File: src/rtl/axi4_frame_reader.sv
// AXI4 read master that streams one frame buffer into the pixel FIFO as
// fixed 64-beat INCR bursts, one frame per frame_start rising edge.
module axi4_frame_reader #(
    parameter int AXI_ADDR_WIDTH = 32,
    parameter int AXI_DATA_WIDTH = 64,
    parameter int FRAME_BYTES    = 153600
) (
    input  logic                      clk_100Mhz,
    input  logic                      rst,
    input  logic [AXI_ADDR_WIDTH-1:0] FRAME_BASE_ADDR,
    input  logic                      frame_start,
    input  logic                      fifo_prog_full,
    output logic [AXI_DATA_WIDTH-1:0] fifo_din,
    output logic                      fifo_wr_en,
    output logic [AXI_ADDR_WIDTH-1:0] ARADDR,
    output logic                      ARVALID,
    input  logic                      ARREADY,
    output logic [7:0]                ARLEN,
    output logic [2:0]                ARSIZE,
    output logic [1:0]                ARBURST,
    output logic [3:0]                ARCACHE,
    output logic [2:0]                ARPROT,
    input  logic [AXI_DATA_WIDTH-1:0] RDATA,
    input  logic                      RVALID,
    output logic                      RREADY,
    input  logic                      RLAST,
    input  logic [1:0]                RRESP,
    output logic                      reader_done,
    output logic                      frame_active,
    output logic                      err_resp,
    output logic                      err_last,
    output logic                      err_overrun,
    output logic [1:0]                state
);

    typedef enum logic [1:0] {
        IDLE      = 2'd0,
        ADDR_SEND = 2'd1,
        DATA_RECV = 2'd2,
        NEXT      = 2'd3
    } state_t;

    localparam logic [31:0] LAST_OFFSET = 32'(FRAME_BYTES - 512);

    state_t                    st;
    logic                      fs_d;
    logic                      fs_edge;
    logic                      beat;
    logic [31:0]               offset;
    logic [AXI_ADDR_WIDTH-1:0] base;
    logic [7:0]                beat_cnt;

    assign fs_edge    = frame_start & ~fs_d;
    assign RREADY     = (st == DATA_RECV);
    assign beat       = RVALID & RREADY;
    assign fifo_wr_en = beat;
    assign fifo_din   = RDATA;
    assign state      = st;

    assign ARLEN   = 8'd63;
    assign ARSIZE  = 3'b011;
    assign ARBURST = 2'b01;
    assign ARCACHE = 4'b0011;
    assign ARPROT  = 3'b000;

    always_ff @(posedge clk_100Mhz or posedge rst) begin
        if (rst) begin
            st           <= IDLE;
            fs_d         <= 1'b0;
            offset       <= '0;
            base         <= '0;
            beat_cnt     <= '0;
            ARADDR       <= '0;
            ARVALID      <= 1'b0;
            reader_done  <= 1'b0;
            frame_active <= 1'b0;
            err_resp     <= 1'b0;
            err_last     <= 1'b0;
            err_overrun  <= 1'b0;
        end else begin
            fs_d        <= frame_start;
            reader_done <= 1'b0;

            // A new edge mid-frame is only flagged; the running frame is untouched.
            if (fs_edge) begin
                if (frame_active) begin
                    err_overrun <= 1'b1;
                end else begin
                    frame_active <= 1'b1;
                    offset       <= '0;
                    base         <= FRAME_BASE_ADDR;
                end
            end

            case (st)
                IDLE: begin
                    if (frame_active && !fifo_prog_full) begin
                        ARADDR  <= base + AXI_ADDR_WIDTH'(offset);
                        ARVALID <= 1'b1;
                        st      <= ADDR_SEND;
                    end
                end
                ADDR_SEND: begin
                    if (ARREADY) begin
                        ARVALID <= 1'b0;
                        st      <= DATA_RECV;
                    end
                end
                DATA_RECV: begin
                    if (beat) begin
                        beat_cnt <= beat_cnt + 8'd1;
                        if (RRESP != 2'b00) err_resp <= 1'b1;
                        // Burst ends only on RLAST, even if the slave overruns beat 63.
                        if (RLAST) begin
                            if (beat_cnt != 8'd63) err_last <= 1'b1;
                            st <= NEXT;
                        end else if (beat_cnt == 8'd63) begin
                            err_last <= 1'b1;
                        end
                    end
                end
                NEXT: begin
                    beat_cnt <= '0;
                    if (offset == LAST_OFFSET) begin
                        frame_active <= 1'b0;
                        reader_done  <= 1'b1;
                    end else begin
                        offset <= offset + 32'd512;
                    end
                    st <= IDLE;
                end
                default: st <= IDLE;
            endcase
        end
    end

endmodule

File: config.mk
export PLATFORM = sky130hd
export DESIGN_NAME = axi4_frame_reader
export DESIGN_NICKNAME = d
export VERILOG_FILES = /design/src/rtl/axi4_frame_reader.sv
export SDC_FILE = /design/constraint.sdc
export NUM_CORES = 1
export LEC_CHECK = 0
export CAP_MARGIN = 15
export CORE_MARGIN = 5
export CORE_UTILIZATION = 25
export CTS_CLUSTER_SIZE = 24
export DETAILED_ROUTE_END_ITERATION = 7
export GPL_TIMING_DRIVEN = 1
export PLACE_DENSITY = 0.51
export SYNTH_ARGS = -nofsm -noshare
export SYNTH_HDL_FRONTEND = slang
export SYNTH_SLANG_ARGS = --single-unit
File: constraint.sdc
create_clock -name clk_100Mhz -period 6.6 [get_ports clk_100Mhz]
set_input_delay 1.32 -clock clk_100Mhz [delete_from_list [all_inputs] [get_ports clk_100Mhz]]
set_output_delay 1.32 -clock clk_100Mhz [all_outputs]
set_load 0.05 [all_outputs]
==> results.tsv, run 1 <==
stage	metric	value	unit
run_status	status	completed	
clocking	cts_buffer_depth	2	
critical_path	cp_data_arrival_time	3060	ps
layout	layout.cells.non_filler	1206	
placed_design	hpwlAfterDp	12.6	mm
floorplan	die_h	177	um
clocking	ctsHoldBuffers	0	
critical_path	crit_family	buffers and inverters	
power_and_ir_drop	ir_drop	0.180	mV
sta	rsz0062_at_grt	false	
route	antenna_left	0	
yosys	ys.flop_type	dfrtp_1	
critical_path	crit_path_end_kind	output port	
grt	grt_util_met3	2.91	%
layout	fillerInstances	2966	
route	wl_per_cell	14.4	um
grt	grt_start_max_net_pins	67	
power_and_ir_drop	power.share.clock	31.0	%
grt	grt_pass1_vias	5391	
clocking	cts.sinks	113	
sta	finalSetupViolCount	0	
yosys	syn_area	0.00698	mm^2
yosys	synth_commonest_cells	nand2_1, dfrtp_1, buf_4, o21ai_0, ha_1	
critical_path	required	5280	ps
sta	period_minus_slack	4380	ps
yosys	synth_top_area_share	40.5	%
layout	nets	959	
yosys	yosysWarnings	0	
yosys	netlist_instances	801	
power_and_ir_drop	p_leak	3.76	nW
critical_path	regToRegSetupSlack	3500	ps
sta	timing.final.hold_violations	0	
floorplan	std_cell_rows	61	
min_path	hold_path_class	reg -> reg	
grt	grt_remaining_overflow	0	
sta	worst_slew_pin_slew	892	ps
clocking	post_cts_resized	0	
floorplan	die_w	177	um
sta	holdWs	463	ps
critical_path	critPathSlowestCell	clkdlybuf4s50_1	
grt	grt.total_usage	11.3	%
critical_path	crit_path_cell_trace	clkdlybuf4s50_1 -> nand2_1 -> inv_1 -> clkdlybuf4s50_1	
route	first_pass_iters	4	
critical_path	worstSetupPathType	in -> out	
layout	antenna_cells	0	
placed_design	routabilityCongestion	0.799	
clocking	postCtsSetupRepairBufs	0	
route	drt_iter0_drc	236	
sta	setup_tns	0	ps
placed_design	numPortBuffers	82	
route	drc_errors	0	
critical_path	start_kind	input pin	
critical_path	cp_max_fo	10	
clocking	cts_tree	built	
yosys	yosysMostFrequentCell	nand2_1	
clocking	cts_root_buf	clkbuf_16	
clocking	cts_buffers	17	
yosys	synth_seq_area_share	40.5	%
route	via_per_inst	4.36	
power_and_ir_drop	internal_power	1.93	mW
power_and_ir_drop	p_comb_share	38.3	%
sta	fmax	0.228	GHz
sta	slew_headroom	40.5	%
power_and_ir_drop	switching_share	39.7	%
layout	final_layout_size_suffix_gt1_share	5.43	%
yosys	synth_edf_count	0	
clocking	clkTransAtPathRegs	50	ps
sta	finClkSkew	13.3	ps
run	maxCapViolCount	0	
sta	timing.final.crit_share	66.3	%
layout	syn_to_final_growth	18.6	%
yosys	synthArstFlopShare	100	%
clocking	clkLatencyLatePin	420	ps
floorplan	ioPinCount	231	
layout	stdcell_area	0.00828	mm^2
placed_design	dp_cells	1174	
grt	grtUsageMet2	17.2	%
yosys	synth.ff_latch_count	113	
critical_path	crit_buf_inv	3	
floorplan	die_area	0.0314	mm^2
power_and_ir_drop	powerDensity	387	mW/mm^2
route	wl	17.4	mm
yosys	syn_avg_cell_area	8.71	um^2
route	vias	5263	
grt	grt_use_met1	15.7	%
yosys	ys_top_cells_by_area	dfrtp_1, nand2_1, buf_4, ha_1, o21ai_0	
yosys	synth_top_area_cell	dfrtp_1	
sta	slew_violations	0	
power_and_ir_drop	p_switching	1.27	mW
critical_path	slowest_delay	810	ps
grt	top_usage_layer	met2	
placed_design	dpl_cell_area	0.00765	mm^2
floorplan	coreArea	0.0277	mm^2
grt	antenna_found_initial	0	
grt	grt_pass1_wl	28.3	mm
floorplan	start_util	25.2	%
yosys	ys_types	59	
critical_path	timing.critical_path.mode_cell	clkdlybuf4s50_1	
power_and_ir_drop	seq_power_share	30.8	%
clocking	htree_levels	4	
[metal layers]
layer	wire, um	vias up
met5	0	-
met3	770	18
met4	215	0
met2	7550	96
met1	8840	2457
li1	-	2692
[stage by stage]
stage	power, mW	util (%)	setup WS (ps)
2_1_floorplan	1.95	-	2290
3_3_place_gp	2.23	27.6	2230
3_5_place_dp	2.24	27.6	2220
4_1_cts	3.25	29.9	2210
5_1_grt	3.40	29.9	2140
6_report	3.20	29.9	2220
[placed cells by master (no fill, tap or decap), drive strengths merged, types with 11 or more instances in the layout]
cell type | netlist | layout
nand2 | 182 | 182
and2 | 14 | 14
and3 | 14 | 14
inv | 19 | 19
nand4 | 13 | 13
xor2 | 16 | 16
nand2b | 15 | 15
clkdlybuf4s50 | 0 | 82
xnor2 | 23 | 23
dfrtp | 113 | 113
nand3 | 15 | 15
a21o | 11 | 11
nor2 | 22 | 22
a21oi | 36 | 36
conb | 2 | 20
clkbuf | 23 | 23
o21ai | 73 | 73
ha | 38 | 38
[cell type report]
cell class	instances	area [um^2]	area share, %
clock buffer	23	478	5.77
inverter	19	73.8	0.892
multi-input combinational	577	3420	41.3
sequential	113	2830	34.1
clock inverter	9	154	1.86
tap	378	473	5.71
timing repair buffer	87	858	10.4
[power by group through the flow]
stage / sequential (mW) / combinational, mW / clock, mW
global placement: 0.997 / 1.23 / 0
CTS: 0.989 / 1.24 / 1.02
detailed placement: 0.999 / 1.24 / 0
global route: 1.01 / 1.34 / 1.05
finish: 0.985 / 1.22 / 0.991
floorplan: 1.30 / 0.654 / 0
[flip-flops by register name, indices dropped and copies added, names as in the netlist]
| name | count |
|---|---|
| ARADDR | 32 |
| ARVALID | 1 |
| base | 32 |
| beat_cnt | 8 |
| err_last | 1 |
| err_overrun | 1 |
| err_resp | 1 |
| frame_active | 1 |
| fs_d | 1 |
| offset | 32 |
| reader_done | 1 |
| state | 2 |
[logic make-up (layout without fill, tap and decap cells)]
group / Yosys count / after routing / synth area share (%)
XOR/XNOR: 39 / 39 / 4.89
adder cells (fa/ha/maj): 39 / 39 / 7.10
buffers and inverters: 129 / 138 / 11.5
AND/OR/NAND/NOR: 302 / 302 / 19.5
multiplexers: 4 / 4 / 0.627
flip-flops: 113 / 113 / 40.5
AO/OA/AOI/OAI: 173 / 173 / 15.7
other: 2 / 20 / 0.108
[worst reg2reg max path: stages (launching register included)]
cell,delay (ps)
dfrtp_1,400
ha_1,270
fa_1,430
a21oi_1,220
o21ai_0,230
a21bo_2,290
a211o_1,300
a21oi_1,280
o21ai_1,120
a21oi_1,180
xor2_1,190
o21ai_1,70
[worst paths after layout]
| kind | start | to | cells past startpoint |
|---|---|---|---|
| setup reg to reg | offset[0] | ARADDR[16] | 11 |
| hold reg to reg | err_overrun | err_overrun | 1 |
| setup / recovery | RVALID | fifo_wr_en | 4 |
| hold / removal | err_overrun | err_overrun | 1 |
| min in group asynchronous | rst | ARADDR[27] | 2 |
| max in group asynchronous | rst | base[16] | 3 |
(Power assumes the default switching activity.)
==> inputs of run 2 (changes only) <==
==> constraint.sdc (replaced) <==
create_clock -name clk_100Mhz -period 4.35 [get_ports clk_100Mhz]
set_input_delay 0.87 -clock clk_100Mhz [delete_from_list [all_inputs] [get_ports clk_100Mhz]]
set_output_delay 0.87 -clock clk_100Mhz [all_outputs]
set_load 0.05 [all_outputs]
==> results.tsv, run 2 (synthesized netlist as in run 1, its figures left out) <==
stage	metric	value	unit	change
critical_path	rr_worst_depth	11		unchanged
run	maxCapViolCount	0		unchanged
critical_path	cp_data_arrival_time	2640	ps	-420 ps
layout	top_regs	ARADDR x32, base x32, offset x32		
sta	finClkSkew	12.9	ps	-0.340 ps
min_path	min_from	ARADDR[23]		
critical_path	required	3480	ps	-1800 ps
placed_design	numPortBuffers	82		unchanged
sta	rsz0062_at_grt	false		
clocking	cts_tree	built		
placed_design	routabilityCongestion	0.819		+2.4%
grt	antenna_found_initial	0		unchanged
critical_path	start_kind	flop		
grt	grt_pass1_vias	5381		-0.19%
layout	antenna_cells	0		unchanged
floorplan	die_h	177	um	unchanged
critical_path	crit_path_end_kind	output port		
sta	timing.final.crit_share	80.6	%	
layout	sequential_cell_area	0.00283	mm^2	unchanged
layout	multi_input_comb_area	0.00342	mm^2	unchanged
floorplan	start_util	25.2	%	unchanged
layout	syn_to_final_growth	18.7	%	about the same
power_and_ir_drop	ir_drop	0.266	mV	+48%
sta	fmax	0.285	GHz	
power_and_ir_drop	powerDensity	580	mW/mm^2	+50%
critical_path	worstReg2RegStart	offset[0]		
floorplan	coreArea	0.0277	mm^2	unchanged
min_path	holdPathStages	2		+1
sta	holdWs	473	ps	+9.42 ps
clocking	cts.sinks	113		unchanged
placed_design	hpwlAfterDp	12.9	mm	+2.0%
clocking	clkLatencyLatePin	410	ps	about the same
layout	layout_common_cells	nand2_1, dfrtp_1, clkdlybuf4s50_1, o21ai_0, ha_1		
sta	finalSetupViolCount	0		unchanged
sta	slew_headroom	37.3	%	-3.2 points
floorplan	std_cell_rows	61		unchanged
floorplan	die_w	177	um	unchanged
route	drc_errors	0		unchanged
layout	final_layout_size_suffix_gt1_share	5.68	%	+0.24 points
clocking	post_cts_resized	0		unchanged
grt	grt_start_max_net_pins	73		+9.0%
clocking	clkTransAtPathRegs	50	ps	about the same
floorplan	ioPinCount	231		unchanged
route	drt_iter0_drc	337		+43%
sta	worst_slew_pin_slew	940	ps	+48.3 ps
clocking	cts_root_buf	clkbuf_16		
sta	setup_tns	0	ps	unchanged
route	wl_per_cell	14.4	um	-0.29%
route	antenna_left	0		unchanged
sta	slew_violations	0		unchanged
run_status	status	completed		
clocking	cts_buffers	17		unchanged
grt	grt.total_usage	11.3	%	+0.037 points
clocking	htree_levels	4		unchanged
critical_path	cp_max_fo	17		+7
floorplan	die_area	0.0314	mm^2	unchanged
layout	nets	960		+0.10%
clocking	ctsHoldBuffers	0		unchanged
placed_design	dpl_cell_area	0.00768	mm^2	+0.43%
sta	timing.final.hold_violations	0		unchanged
route	via_per_inst	4.41		+1.0%
layout	fillerInstances	2943		-0.78%
layout	mostFrequentLayoutCell	nand2_1		
min_path	hold_path_class	reg -> reg		
grt	grt_pass1_wl	28.4	mm	+0.46%
route	first_pass_iters	5		+1
critical_path	critical_path.startpoint	state[0]		
grt	grt_remaining_overflow	0		unchanged
sta	period_minus_slack	3510	ps	
clocking	cts_buffer_depth	2		unchanged
clocking	postCtsSetupRepairBufs	0		unchanged
critical_path	worstSetupPathType	reg -> out		
route	vias	5318		+1.0%
layout	stdcell_area	0.00829	mm^2	about the same
route	wl	17.3	mm	-0.29%
power_and_ir_drop	p_leak	3.77	nW	+0.20%
-- run 2: changes by cell type in the layout (fill, tap and decap cells not counted) --
cell	delta
clkbuf_1	-2
buf_4	-1
bufinv_16	-1
clkinv_2	+2
buf_12	+2
-- run 2: metal layers --
metal  wire [um]  GRT usage, %  vias to the layer above
met3         931          2.78                       17
met2        7700          17.3                      114
met1        8470          15.7                     2486
li1            -             -                     2701
met4         219          3.90                        0
met5           0             0                        -
-- run 2: through the flow --
step	total power, mW	setup WS (ps)	utilization, %	instances
after floorplan	2.96	493	-	819
after global placement	3.39	878	27.7	1175
after detailed placement	3.41	865	27.7	1175
after CTS	4.88	810	29.9	1206
after global routing	5.09	708	29.9	1206
final	4.80	845	29.9	1206
-- run 2: worst paths after layout --
kind                                    to  slack (ps)
worst max register to register  ARADDR[16]        1320
worst min register to register  ARADDR[23]         470
min in group asynchronous          base[3]        1030
worst max-delay path            fifo_wr_en         840
worst min-delay path            ARADDR[23]         470
max in group asynchronous         base[21]        2580
-- run 2: power breakdown --
group	leakage (nW)	switching (mW)	internal, mW
registers	1.49	0.206	1.29
clock network	0.295	0.497	0.939
logic	1.98	1.23	0.642
-- run 2: layout make-up --
cell class | count | share of cell area (%)
Tap cell | 378 | 5.71
Multi-Input combinational cell | 577 | 41.2
Inverter | 19 | 0.891
Clock inverter | 10 | 1.62
Clock buffer | 21 | 5.68
Sequential cell | 113 | 34.1
Timing Repair Buffer | 88 | 10.8
-- run 2: critical path, stage by stage, from the launching register on --
cell	delay [ps]
dfrtp_1	420
inv_1	120
ha_1	520
nand2_1	210
inv_1	140
clkdlybuf4s50_1	810
==> inputs of run 3 (changes only) <==
--- a/config.mk
+++ b/config.mk
@@ -11,7 +11,7 @@
 export CTS_CLUSTER_SIZE = 24
 export DETAILED_ROUTE_END_ITERATION = 7
 export GPL_TIMING_DRIVEN = 1
-export PLACE_DENSITY = 0.51
+export PLACE_DENSITY = 0.53
 export SYNTH_ARGS = -nofsm -noshare
 export SYNTH_HDL_FRONTEND = slang
 export SYNTH_SLANG_ARGS = --single-unit
==> constraint.sdc (replaced) <==
create_clock -name clk_100Mhz -period 3 [get_ports clk_100Mhz]
set_input_delay 0.6 -clock clk_100Mhz [delete_from_list [all_inputs] [get_ports clk_100Mhz]]
set_output_delay 0.6 -clock clk_100Mhz [all_outputs]
set_load 0.05 [all_outputs]
==> results.tsv, run 3 (synthesized netlist as in run 1, its figures left out) <==
stage	metric	value	unit	change
layout	nets	972		+1.3%
clocking	cts_buffer_depth	2		unchanged
min_path	holdPathStages	1		-1
critical_path	crit_path_end_kind	flop		
floorplan	die_h	177	um	unchanged
clocking	cts_tree	built		
route	wl	17.3	mm	about the same
critical_path	required	3340	ps	-140 ps
clocking	post_cts_resized	0		unchanged
grt	grt_remaining_overflow	0		unchanged
grt	grtUsageMet2	17.8	%	+0.45 points
grt	grt_pass1_wl	27.9	mm	-1.7%
placed_design	numPortBuffers	82		unchanged
route	drt_iter0_drc	303		-10%
power_and_ir_drop	ir_drop	0.386	mV	+45%
critical_path	rr_endpoint	ARADDR[31]		
route	wl_per_cell	14.2	um	-0.98%
critical_path	cp_max_fo	7		-10
placed_design	hpwlAfterDp	13.2	mm	+2.9%
sta	finClkSkew	8.99	ps	-3.95 ps
critical_path	rr_worst_depth	10		-1
sta	fmax	0.354	GHz	
sta	period_minus_slack	2820	ps	
sta	rsz0062_at_grt	false		
floorplan	ioPinCount	231		unchanged
layout	final_util	30.6	%	+0.65 points
layout	antenna_cells	0		unchanged
sta	finalSetupViolCount	0		unchanged
sta	timing.final.hold_violations	0		unchanged
grt	grt.total_usage	11.3	%	-0.075 points
layout	syn_to_final_growth	21.3	%	
sta	setup_tns	0	ps	unchanged
power_and_ir_drop	p_leak	3.86	nW	+2.6%
route	drc_errors	0		unchanged
route	vias	5389		+1.3%
min_path	hold_path_class	reg -> reg		
floorplan	coreArea	0.0277	mm^2	unchanged
clocking	cts.sinks	113		unchanged
grt	grt_start_max_net_pins	65		-11%
clocking	htree_levels	4		unchanged
sta	slew_headroom	58.1	%	+21 points
sta	timing.final.crit_share	94.1	%	
run	maxCapViolCount	0		unchanged
layout	layout_common_cells	nand2_1, dfrtp_1, clkdlybuf4s50_1, o21ai_0, ha_1		
run_status	status	completed		
layout	top_regs	ARADDR x32, base x32, offset x32		
layout	final_layout_size_suffix_gt1_share	7.37	%	+1.7 points
clocking	ctsHoldBuffers	0		unchanged
clocking	cts_root_buf	clkbuf_16		
placed_design	routabilityCongestion	0.818		about the same
min_path	min_from	err_overrun		
critical_path	start_kind	flop		
route	via_per_inst	4.42		+0.25%
layout	mostFrequentLayoutCell	nand2_1		
grt	antenna_found_initial	0		unchanged
critical_path	worstSetupPathType	reg -> reg		
grt	grt_util_met3	3.12	%	+0.34 points
grt	grt_use_met1	15.0	%	-0.65 points
floorplan	std_cell_rows	61		unchanged
clocking	clkTransAtPathRegs	60	ps	about the same
clocking	cts_buffers	17		unchanged
critical_path	worstReg2RegStart	offset[14]		
clocking	postCtsSetupRepairBufs	0		unchanged
sta	worst_slew_pin_slew	628	ps	-313 ps
grt	grt_pass1_vias	5299		-1.5%
floorplan	die_area	0.0314	mm^2	unchanged
floorplan	die_w	177	um	unchanged
clocking	clkLatencyLatePin	410	ps	about the same
grt	top_usage_layer	met2		
sta	slew_violations	0		unchanged
route	antenna_left	0		unchanged
critical_path	regToRegSetupSlack	180	ps	-1140 ps
min_path	min_to	err_overrun		
route	first_pass_iters	5		unchanged
floorplan	start_util	25.2	%	unchanged
power_and_ir_drop	powerDensity	849	mW/mm^2	+46%
critical_path	cp_data_arrival_time	3160	ps	+520 ps
## run 3: per-layer routing
| layer | share of wire, % | vias to the layer above |
|---|---|---|
| li1 | - | 2712 |
| met1 | 47 | 2521 |
| met2 | 46 | 141 |
| met3 | 6.2 | 15 |
| met4 | 1.2 | 0 |
| met5 | 0 | - |
## run 3: how the worst max path moves through the flow
stage,slack (ps),end,startpoint,depth (start not counted)
floorplan,350,ARADDR[16],offset[0],11
detailed placement,140,ARADDR[16],offset[0],11
finish,180,ARADDR[31],offset[14],10
global route,40,ARADDR[16],offset[0],11
CTS,120,ARADDR[16],offset[0],11
global placement,180,ARADDR[16],offset[0],11
## run 3: through the flow
step                      cells  area, um^2  hold slack, ps  power [mW]  worst slack, ps
after floorplan             819        7050             450        4.30              348
after global placement     1187        7810             445        4.98              183
after detailed placement   1187        7810             448        4.99              136
after CTS                  1219        8460             466        7.27              122
after global routing       1219        8470             475        7.62             39.8
final                      1219        8470             460        7.18              178
## run 3: layout make-up
cell class	instances	area (um^2)
Clock buffer	21	470
Inverter	19	75.1
Clock inverter	11	183
Multi-Input combinational cell	577	3420
Fill cell	2945	19200
Timing Repair Buffer	100	1020
Sequential cell	113	2830
Tap cell	378	473
## run 3: report_power, final
group	leakage, nW	total [mW]	switching, mW	internal [mW]
clock	0.323	2.24	0.711	1.53
combinational	2.05	2.78	1.80	0.974
sequential	1.49	2.17	0.295	1.87
total	3.86	7.18	2.81	4.38
## run 3: worst max-delay path, stage by stage, from the launching register on
cell and delay, ps:
dfrtp_1 440, ha_1 400, a21o_1 250, nand2b_1 170, o22ai_1 140, a21oi_1 90
a311o_1 410, a21oi_2 230, o41ai_2 110, a2111o_1 430, o211ai_2 70
